## src/rtl/pkt_pkg.sv

```systemverilog
// Shared symbol constants, CRC helpers and receiver state encoding for the
// 10-bit packet receive path.
package pkt_pkg;

   localparam logic [8:0]  K28_1      = 9'h13C;
   localparam logic [8:0]  K28_5      = 9'h1BC;
   localparam logic [8:0]  K23_7      = 9'h1F7;

   localparam logic [31:0] CRC32_POLY = 32'hEDB88320;
   localparam logic [31:0] CRC32_INIT = 32'hFFFFFFFF;

   typedef enum logic [2:0] {
      ST_HUNT,
      ST_SYNC,
      ST_PAYLOAD,
      ST_CRCB,
      ST_WAIT_EOP
   } rx_state_t;

   // Reflected CRC-32 step, data consumed LSB first.
   function automatic logic [31:0] crc32_byte(input logic [31:0] crc,
                                              input logic [7:0]  data);
      logic [31:0] c;
      c = crc ^ {24'h0, data};
      for (int unsigned i = 0; i < 8; i++)
         c = c[0] ? ((c >> 1) ^ CRC32_POLY) : (c >> 1);
      return c;
   endfunction

endpackage

```

## src/rtl/dec_10b8b.sv

```systemverilog
// Combinational 8b/10b decoder: 5b/6b and 3b/4b table lookup plus running
// disparity check; symbol bit order abcdei fghj with a in bit 9.
module dec_10b8b (
   input  logic [9:0] symbol,
   input  logic       rd_in,
   output logic       k,
   output logic [7:0] data_byte,
   output logic       code_err,
   output logic       disp_err,
   output logic       rd_out
);

   logic [5:0] s6;
   logic [3:0] s4, s4v;
   logic [4:0] v5;
   logic [2:0] v3, n6, n4;
   logic       ok6, ok4, k28, a7, p7, legal7, rd_mid, bad;

   always_comb begin
      s6  = symbol[9:4];
      s4  = symbol[3:0];
      ok6 = 1'b1;
      k28 = 1'b0;
      v5  = '0;
      unique case (s6)
         6'b100111, 6'b011000: v5 = 5'd0;
         6'b011101, 6'b100010: v5 = 5'd1;
         6'b101101, 6'b010010: v5 = 5'd2;
         6'b110001:            v5 = 5'd3;
         6'b110101, 6'b001010: v5 = 5'd4;
         6'b101001:            v5 = 5'd5;
         6'b011001:            v5 = 5'd6;
         6'b111000, 6'b000111: v5 = 5'd7;
         6'b111001, 6'b000110: v5 = 5'd8;
         6'b100101:            v5 = 5'd9;
         6'b010101:            v5 = 5'd10;
         6'b110100:            v5 = 5'd11;
         6'b001101:            v5 = 5'd12;
         6'b101100:            v5 = 5'd13;
         6'b011100:            v5 = 5'd14;
         6'b010111, 6'b101000: v5 = 5'd15;
         6'b011011, 6'b100100: v5 = 5'd16;
         6'b100011:            v5 = 5'd17;
         6'b010011:            v5 = 5'd18;
         6'b110010:            v5 = 5'd19;
         6'b001011:            v5 = 5'd20;
         6'b101010:            v5 = 5'd21;
         6'b011010:            v5 = 5'd22;
         6'b111010, 6'b000101: v5 = 5'd23;
         6'b110011, 6'b001100: v5 = 5'd24;
         6'b100110:            v5 = 5'd25;
         6'b010110:            v5 = 5'd26;
         6'b110110, 6'b001001: v5 = 5'd27;
         6'b001110:            v5 = 5'd28;
         6'b101110, 6'b010001: v5 = 5'd29;
         6'b011110, 6'b100001: v5 = 5'd30;
         6'b101011, 6'b010100: v5 = 5'd31;
         6'b001111, 6'b110000: begin v5 = 5'd28; k28 = 1'b1; end
         default:              ok6 = 1'b0;
      endcase

      // K.28 in its RD+ form carries the complemented 4b sub-block.
      s4v = (s6 == 6'b110000) ? ~s4 : s4;
      ok4 = 1'b1;
      a7  = 1'b0;
      p7  = 1'b0;
      v3  = '0;
      unique case (s4v)
         4'b1011, 4'b0100: v3 = 3'd0;
         4'b1001:          v3 = 3'd1;
         4'b0101:          v3 = 3'd2;
         4'b1100, 4'b0011: v3 = 3'd3;
         4'b1101, 4'b0010: v3 = 3'd4;
         4'b1010:          v3 = 3'd5;
         4'b0110:          v3 = 3'd6;
         4'b1110, 4'b0001: begin v3 = 3'd7; p7 = 1'b1; end
         4'b0111, 4'b1000: begin v3 = 3'd7; a7 = 1'b1; end
         default:          ok4 = 1'b0;
      endcase

      k      = k28;
      legal7 = 1'b1;
      if (!k28) begin
         if (a7) begin
            if (v5 inside {5'd23, 5'd27, 5'd29, 5'd30})
               k = 1'b1;
            else
               legal7 = (s4 == 4'b0111 && v5 inside {5'd17, 5'd18, 5'd20}) ||
                        (s4 == 4'b1000 && v5 inside {5'd11, 5'd13, 5'd14});
         end else if (p7) begin
            legal7 = !((s4 == 4'b1110 && v5 inside {5'd17, 5'd18, 5'd20}) ||
                       (s4 == 4'b0001 && v5 inside {5'd11, 5'd13, 5'd14}));
         end
      end

      n6     = 3'($countones(s6));
      n4     = 3'($countones(s4));
      bad    = 1'b0;
      rd_mid = rd_in;
      if (n6 == 3'd4) begin
         bad    = rd_in;
         rd_mid = 1'b1;
      end else if (n6 == 3'd2) begin
         bad    = !rd_in;
         rd_mid = 1'b0;
      end else if (s6 == 6'b111000) begin
         bad = rd_in;
      end else if (s6 == 6'b000111) begin
         bad = !rd_in;
      end

      rd_out = rd_mid;
      if (n4 == 3'd3) begin
         bad    = bad | rd_mid;
         rd_out = 1'b1;
      end else if (n4 == 3'd1) begin
         bad    = bad | !rd_mid;
         rd_out = 1'b0;
      end else if (s4 == 4'b1100) begin
         bad = bad | rd_mid;
      end else if (s4 == 4'b0011) begin
         bad = bad | !rd_mid;
      end

      code_err  = !(ok6 && ok4 && legal7);
      disp_err  = !code_err && bad;
      data_byte = {v3, v5};
   end

endmodule

```

## src/rtl/pkt_rx_10b.sv

```systemverilog
// Packet receiver: decodes 8b/10b symbols, frames sync/payload/CRC/EOP and
// checks the IEEE CRC-32 of the payload.
module pkt_rx_10b
   import pkt_pkg::*;
#(
   parameter int MAX_LEN  = 1024,
   parameter int SYNC_CNT = 4
) (
   input  logic       clk,
   input  logic       reset,
   input  logic       pushin,
   input  logic [9:0] datain,
   output logic       pushout,
   output logic [7:0] dataout,
   output logic       startout,
   output logic       eop,
   output logic       crc_ok,
   output logic       frame_err,
   output logic       code_err,
   output logic       disp_err
);

   localparam int CW = $clog2(SYNC_CNT + 1);
   localparam int LW = $clog2(MAX_LEN + 1);

   rx_state_t     state;
   logic          rd;
   logic [CW-1:0] sync_cnt;
   logic [LW-1:0] len;
   logic [1:0]    idx;
   logic [31:0]   crc_reg, rx_crc;

   logic          dk, dec_code_err, dec_disp_err, dec_rd, sync_done;
   logic [7:0]    dbyte;
   logic [8:0]    sym;

   dec_10b8b u_dec (
      .symbol    (datain),
      .rd_in     (rd),
      .k         (dk),
      .data_byte (dbyte),
      .code_err  (dec_code_err),
      .disp_err  (dec_disp_err),
      .rd_out    (dec_rd)
   );

   always_comb begin
      sym       = {dk, dbyte};
      sync_done = (int'(sync_cnt) >= SYNC_CNT);
   end

   always_ff @(posedge clk or negedge reset) begin
      if (!reset) begin
         state     <= ST_HUNT;
         rd        <= 1'b0;
         sync_cnt  <= '0;
         len       <= '0;
         idx       <= '0;
         crc_reg   <= CRC32_INIT;
         rx_crc    <= '0;
         pushout   <= 1'b0;
         dataout   <= '0;
         startout  <= 1'b0;
         eop       <= 1'b0;
         crc_ok    <= 1'b0;
         frame_err <= 1'b0;
         code_err  <= 1'b0;
         disp_err  <= 1'b0;
      end else begin
         pushout   <= 1'b0;
         startout  <= 1'b0;
         eop       <= 1'b0;
         crc_ok    <= 1'b0;
         frame_err <= 1'b0;
         code_err  <= 1'b0;
         disp_err  <= 1'b0;
         if (pushin) begin
            if (dec_code_err) begin
               code_err <= 1'b1;
               if (state != ST_HUNT) begin
                  frame_err <= 1'b1;
                  state     <= ST_HUNT;
               end
            end else begin
               disp_err <= dec_disp_err;
               rd       <= dec_rd;
               case (state)
                  ST_HUNT: begin
                     if (sym == K28_1) begin
                        state    <= ST_SYNC;
                        sync_cnt <= CW'(1);
                     end
                  end
                  ST_SYNC: begin
                     if (sym == K28_1) begin
                        if (!sync_done) sync_cnt <= sync_cnt + 1'b1;
                     end else if (!dk && sync_done) begin
                        state    <= ST_PAYLOAD;
                        crc_reg  <= crc32_byte(CRC32_INIT, dbyte);
                        len      <= LW'(1);
                        pushout  <= 1'b1;
                        startout <= 1'b1;
                        dataout  <= dbyte;
                     end else if (sym == K23_7 && sync_done) begin
                        // Empty payload: trailer follows the sync run directly.
                        state   <= ST_CRCB;
                        crc_reg <= CRC32_INIT;
                        idx     <= '0;
                     end else begin
                        frame_err <= 1'b1;
                        state     <= ST_HUNT;
                     end
                  end
                  ST_PAYLOAD: begin
                     if (!dk && len != LW'(MAX_LEN)) begin
                        crc_reg <= crc32_byte(crc_reg, dbyte);
                        len     <= len + 1'b1;
                        pushout <= 1'b1;
                        dataout <= dbyte;
                     end else if (sym == K23_7) begin
                        state <= ST_CRCB;
                        idx   <= '0;
                     end else begin
                        frame_err <= 1'b1;
                        state     <= ST_HUNT;
                     end
                  end
                  ST_CRCB: begin
                     if (!dk) begin
                        rx_crc[{idx, 3'b000} +: 8] <= dbyte;
                        idx <= idx + 1'b1;
                        if (idx == 2'd3) state <= ST_WAIT_EOP;
                     end else begin
                        frame_err <= 1'b1;
                        state     <= ST_HUNT;
                     end
                  end
                  ST_WAIT_EOP: begin
                     if (sym == K28_5) begin
                        eop    <= 1'b1;
                        crc_ok <= (rx_crc == ~crc_reg);
                     end else begin
                        frame_err <= 1'b1;
                     end
                     state <= ST_HUNT;
                  end
                  default: state <= ST_HUNT;
               endcase
            end
         end
      end
   end

endmodule

```

## config.mk

```make
export PLATFORM = sky130hd
export DESIGN_NAME = pkt_rx_10b
export DESIGN_NICKNAME = d
export VERILOG_FILES = /design/src/rtl/pkt_pkg.sv /design/src/rtl/dec_10b8b.sv /design/src/rtl/pkt_rx_10b.sv
export SDC_FILE = /design/constraint.sdc
export NUM_CORES = 1
export LEC_CHECK = 0
export CORE_MARGIN = 3
export CORE_UTILIZATION = 50
export DETAILED_ROUTE_END_ITERATION = 16
export HOLD_SLACK_MARGIN = 0.02
export PLACE_DENSITY = 0.72
export RECOVER_POWER = 50
export SLEW_MARGIN = 20
export SYNTH_ARGS = -nofsm -noshare
export SYNTH_HDL_FRONTEND = slang
export SYNTH_SLANG_ARGS = --single-unit
```

## constraint.sdc

```tcl
create_clock -name clk -period 6.7 [get_ports clk]
set_clock_uncertainty 0.1 [all_clocks]
set_input_delay 1.34 -clock clk [delete_from_list [all_inputs] [get_ports clk]]
set_output_delay 1.34 -clock clk [all_outputs]
set_load 0.05 [all_outputs]
```

# == Word level (Yosys, flattened, before mapping) ==
# Cells that the tools add are included.
# word_totals
in_bits,13
register_bits,99
# classes
mux,110
n_eq_ne,108
n_bitwise,23
magnitude_cmp,1
add_sub_neg,12
reduce_logical,54
n_shift,2
# op_table
cell,count
$mux W32,20
$not A13 Y14,16
$pmux W5 S31,1
$eq A6 B6 Y1 const B,24
$eq A6 B5 Y1 const B,14
$pmux W32 S2,1
$mux W1,54
$reduce_or A48 Y1,1
$eq A6 B4 Y1 const B,7
$eq A4 B4 Y1 const B,10
$reduce_or A2 Y1,18
$eq A5 B5 Y1 const B,7
$mux W11,3
$bwmux W32,1
$eq A32 B32 Y1,1
$not A32 Y32,1
$not A8 Y32,1
$shift A8 B7 Y32 const A,1
$shiftx A8 B7 Y32,1
$xor A32 B8 Y32,1
$eq A9 B9 Y1 const B,3
$mux W3,9
$mux W8,3
$reduce_and A6 Y1,4
other kinds (46),108

# == Depth between registers and ports, before layout ==
# depth
depth_word,25
ltp_mapped,22
ltp_nobuf,17

# == Cells and area by module ==
# From an unflattened synthesis, not the netlist that was laid out.
# hier_totals
hier_cells,908
area_unflattened_um2,7771.2
# by_module_without_submodules
mod,cells_per_inst,n_inst,area_per_inst_um2
pkt_rx_10b,672,1,6140.9
dec_10b8b,236,1,1630.3

# == Least setup slack after synthesis ==
# OpenSTA, ideal clock, no wires.
# synth_path
path_type,in2reg
startpoint,input datain[6]
endpoint,register rx_crc[0]
arrival_ns,5.140
t_required_ns,6.472
setup_ns,0.128
stages,20
slack_ns,1.332
path_cell_list,inv_1 ha_1 and2_1 a32o_1 or3_1 buf_2 nor3_4 buf_2 inv_1 ha_1 o21ai_0 o211ai_1 o22ai_1 a21oi_1 a211oi_2 nor2_1 and3_1 and2_1 buf_2 mux2_1
# synth_between
elab_chain_cells,13
elab_cells_between_ends,125
cone_classes,eq/ne (72); shift (1); mux (16); bitwise (1); reduce/logical (35)
# synth_rtl
element,line_no,source
"start, declared",pkt_rx_10b.sv:12,"input logic [9:0] datain,"
$eq A6 B4 Y1 (tied with other cells),dec_10b8b.sv:25,unique case (s6)
$reduce_or A3 Y1 (no source line) / $reduce_or A2 Y1 (equally long branches),n/a,
$pmux W5 S31 *,dec_10b8b.sv:25,
net dbyte[2],pkt_rx_10b.sv:34,logic [7:0] dbyte;
$eq A5 B5 Y1 / $eq A5 B4 Y1 (equally long branches),n/a,
"$reduce_bool A3 Y1, on equally long branches",n/a,
"$logic_and A1 B1 Y1, on equally long branches","dec_10b8b.sv:91, dec_10b8b.sv:92",
$logic_or A1 B1 Y1,dec_10b8b.sv:91,"legal7 = !((s4 == 4'b1110 && v5 inside {5'd17, 5'd18, 5'd20}) ||"
$logic_not A1 Y1,dec_10b8b.sv:91,
$mux W1,dec_10b8b.sv:90,end else if (p7) begin
$mux W1,dec_10b8b.sv:84,if (a7) begin
$mux W1,dec_10b8b.sv:83,if (!k28) begin
$logic_and A1 B1 Y1,dec_10b8b.sv:125,code_err = !(ok6 && ok4 && legal7);
$reduce_and A4 Y1 (no source line),n/a,
"end signal, assigned by index",pkt_rx_10b.sv:130,"rx_crc[{idx, 3'b000} +: 8] <= dbyte;"
"end, declared",pkt_rx_10b.sv:31,"logic [31:0] crc_reg, rx_crc;"
# The timed path passes the listed nets; every way through them passes the cells marked *.
# A chain may end at the register's enable or synchronous reset.

# == Worst setup path after layout ==
# layout_path
startpoint,input datain[4]
endpoint,register crc_ok
# layout_between
elab_chain_cells,14
elab_cells_between_ends,126
cone_classes,eq/ne (73); mux (19); reduce/logical (34)
# layout_rtl
element,line_no,source
$eq A6 B4 Y1 (tied with other cells),dec_10b8b.sv:25,
$reduce_or A3 Y1 (no source line) / $reduce_or A2 Y1 (equally long branches),n/a,
$pmux W5 S31 *,dec_10b8b.sv:25,
net dbyte[1],pkt_rx_10b.sv:34,
"parallel branches: the longest is 9 deep, another holds $eq A9 B9 Y1",n/a,
$mux W1 *,pkt_rx_10b.sv:78,if (dec_code_err) begin
$mux W1 *,pkt_rx_10b.sv:77,if (pushin) begin
"end signal, assigned",pkt_rx_10b.sv:141,crc_ok <= (rx_crc == ~crc_reg);
"end, declared",pkt_rx_10b.sv:17,"output logic crc_ok,"
# Mark *: on every way through the listed nets, which the timed path passes.

==> flow_summary_export.csv <==
group,metric,value,unit
outcome,status,"finished, violations left",
outcome,violations,"capacitance limit, slew limit",
timing,relSlewSlack,-25.7,%
worst_hold_path,hp-class,"flip-flop to flip-flop",
cts,htree_levels,3,
timing,min_period,6180,ps
global_route,groute.usage.overall,24.0,%
global_route,grt_max_degree,77,
worst_setup_path,crit_required,6890,ps
global_route,antenna_found_initial,0,
worst_setup_path,max_stage_delay,550,ps
route,drc,0,
worst_setup_path,crit_type,"input port to flip-flop",
power,p_per_area,314,mW/mm^2
power,p_leak,4.04,nW
final_layout,utilization,55.7,%
cts,cts_buffers,9,
worst_hold_path,hold_start,"crc_reg[21]$_DFFE_PN1P_",
cts,clock-sinks,99,
synth,synth_cell_types,83,
floorplan,io_pins,28,
cts,postCtsSetupRepairBufs,0,
route,drt.antenna.violating_nets,0,
place,post-place-ws,266,ps
place,dp_hpwl,15.6,mm
worst_setup_path,worstPathArrival,6370,ps
route,vias_per_cell,6.02,
timing,hold_viol,0,
final_layout,n_fill_cell,1434,
timing,report.final.slew_viol_count,77,
route,drt_wl_total,21.4,mm
route,via_count,6689,
timing,fin_crit_sh,92.3,%
floorplan,start_util,51.2,%
worst_setup_path,r2r_end,"crc_reg[17]$_DFFE_PN1P_",
timing,rsz0062_at_grt,"false",
floorplan,rows,46,
floorplan,core_area,0.0159,sq mm
synth,synth-edff-count,0,
route,firstDrtPassIters,5,
synth,synth_xor_area_share,17.9,%
worst_hold_path,hold_depth,2,
synth,async_reset_ff_share,100,%
cts,clk-insertion-delay-late,350,ps
worst_setup_path,cpLargestDelayFamily,"compound AO/OA/AOI/OAI gates",
synth,syn_inst,888,
cts,cts_tree,"built",
floorplan,die_y,134,microns
worst_setup_path,cp-end-kind,"flip-flop",
synth,synth_compound_area_share,15.9,%
place,postPlaceCellArea,0.00857,sq mm
cts,cts.clk_slew.worst_paths,70,ps
route,post_drt_wl_per_cell,19.2,microns
cts,cts_hold_repair.buffers,0,
place,routabilityCongestion,0.916,
synth,synth_seq_cells,99,
floorplan,die_area,0.0178,sq mm
cts,cts-resized-gates,0,
timing,setup_ws,518,ps
synth,syn_nets,946,
worst_setup_path,critPathLaunchType,"input port",
global_route,grt_overflow,0,
timing,setup_viol_count_final,0,
final_layout,layout.nets,950,
cts,clockRootBuffer,"clkbuf_16",
synth,yosys.area_share.adder,7.10,%
synth,syn_area_per_cell,9.16,sq um
synth,synthesis.area,0.00814,sq mm
final_layout,drive_gt1_share,10.5,%
final_layout,n_antenna_cell,0,
power,p_total,2.78,mW
synth,synth_seq_area_share,30.9,%
worst_setup_path,cp_max_fo,15,
worst_setup_path,r2r-start,"state[0]$_DFFE_PN0P_",
worst_setup_path,r2r_slack,3400,ps
worst_hold_path,min_to,"crc_reg[21]$_DFFE_PN1P_",
timing,holdWs,402,ps
synth,yosys.area_share.simple,18.0,%
worst_setup_path,worst_path_max_delay_cell,"a211oi_1",
synth,ys_warn_count,0,
timing,fmax,162,MHz
final_layout,fin_area,0.00885,sq mm
global_route,grt_pass1_vias,6318,
synth,synthMuxAreaShare,5.55,%
worst_setup_path,crit_chain,"clkdlybuf4s50_1 -> inv_1 -> ha_1 -> a22o_1 -> a211oi_1 -> nand3_1 -> nor2_8 -> inv_1 -> ha_1 -> o21ai_0 -> nand2_1 -> a31oi_1 -> a41o_1 -> a211oi_2 -> a211oi_1 -> nand2_1 -> nor3_1 -> and3_1",
timing,worst_pin_slew,1890,ps
worst_setup_path,reg2regPathDepth,6,
route,dr.first_iter.drc_count,738,
final_layout,area.growth.synth_to_final,8.75,%
global_route,grt_pass1_wl,34.0,mm
floorplan,fp.dieW,134,microns
power,ir_worst_vdd,0.198,mV
place,dp_cells,1097,
run,cap_violations,1,
final_layout,fin_cells,1112,
timing,fin_tns_setup,0,ps
worst_setup_path,cp_num_buf_inv,3,
synth,ys.flop_type,"dfrtp_1",
synth,synth_top_family_by_area,"simple AND/OR/NAND/NOR gates",
place,io_buffers,27,
cts,ctsLongestPathBuffers,2,
worst min-delay path, delay by kind of cell, from the launching register on:
kind | cells | cell delay, ps
and+or+nand+nor | 1 | 60
DFF | 1 | 390
AOI/OAI and AO/OA | 1 | 50
final cells by class:
type	instances	area [sq um]	area share (%)
inverters	41	154	1.74
repair buffers	41	379	4.28
clock buffers	9	225	2.54
multi-input cells	700	5240	59.2
flip-flops and latches	99	2520	28.4
well taps	216	270	3.05
clock inverters	6	65.1	0.735
metal layers:
metal | track usage (%) | wire length (microns) | up-vias
met5 | 0 | 0 | -
met4 | 7.26 | 591 | 0
met3 | 5.74 | 1530 | 50
met2 | 36.5 | 9750 | 263
met1 | 34.0 | 9520 | 3234
li1 | - | - | 3142
cell usage in the layout, fill, tap and decap left out, types with 10 or more instances in the layout:
| cell type | instances |
|---|---|
| nand2_1 | 53 |
| a221oi_1 | 11 |
| a21oi_1 | 23 |
| a211oi_1 | 11 |
| dfstp_2 | 32 |
| mux2_1 | 32 |
| nand4_1 | 14 |
| nand3_1 | 42 |
| nor3_1 | 15 |
| and2_1 | 14 |
| xnor2_1 | 73 |
| dfrtp_1 | 67 |
| xor2_1 | 59 |
| buf_4 | 12 |
| nor2_1 | 78 |
| ha_1 | 43 |
| o21ai_0 | 38 |
| clkdlybuf4s50_1 | 19 |
| o22ai_1 | 12 |
| inv_1 | 40 |
| and3_1 | 12 |
| a21o_1 | 10 |
synth_stat cells, types with 9 or more instances:
| master | instances | area, sq um |
|---|---|---|
| nor2_1 | 78 | 293 |
| xnor2_1 | 73 | 639 |
| dfrtp_1 | 67 | 1680 |
| xor2_1 | 59 | 517 |
| nand2_1 | 53 | 199 |
| ha_1 | 43 | 538 |
| nand3_1 | 42 | 210 |
| inv_1 | 40 | 150 |
| o21ai_0 | 38 | 190 |
| dfstp_2 | 32 | 841 |
| mux2_1 | 32 | 360 |
| a21oi_1 | 23 | 115 |
| buf_2 | 23 | 115 |
| clkbuf_1 | 18 | 67.6 |
| nor3_1 | 15 | 75.1 |
| and2_1 | 14 | 87.6 |
| nand4_1 | 14 | 87.6 |
| and3_1 | 12 | 75.1 |
| o22ai_1 | 12 | 75.1 |
| a211oi_1 | 11 | 82.6 |
| a221oi_1 | 11 | 96.3 |
| a21o_1 | 10 | 75.1 |
| a22o_1 | 9 | 78.8 |
| nand2b_1 | 9 | 56.3 |
| xnor2_2 | 9 | 146 |
worst max path at each step:
stage | from | end | slack, ps | depth (start not counted)
final | datain[4] | crc_ok$_DFF_PN0_ | 520 | 18
after global placement | datain[4] | rx_crc[24]$_DFFE_PN0P_ | 310 | 18
after CTS | datain[4] | rx_crc[27]$_DFFE_PN0P_ | 620 | 18
after global routing | datain[4] | crc_ok$_DFF_PN0_ | 200 | 18
after floorplan | datain[6] | rx_crc[0]$_DFFE_PN0P_ | 1330 | 20
after detailed placement | datain[4] | rx_crc[27]$_DFFE_PN0P_ | 270 | 18
logic make-up after synthesis:
family | after synthesis
muxes | 41
AOI/OAI and AO/OA | 182
xor gates and xnor gates | 148
DFF | 99
and+or+nand+nor | 284
adders and majority gates | 45
buffers and inverters | 89
power by group:
part | internal, mW | switching (mW) | leakage, nW
clock network | 0.288 | 0.229 | 0.142
registers | 0.741 | 0.146 | 1.22
logic | 0.618 | 0.753 | 2.68
total | 1.65 | 1.13 | 4.04
Note: power is estimated with default switching activity, not from simulation.
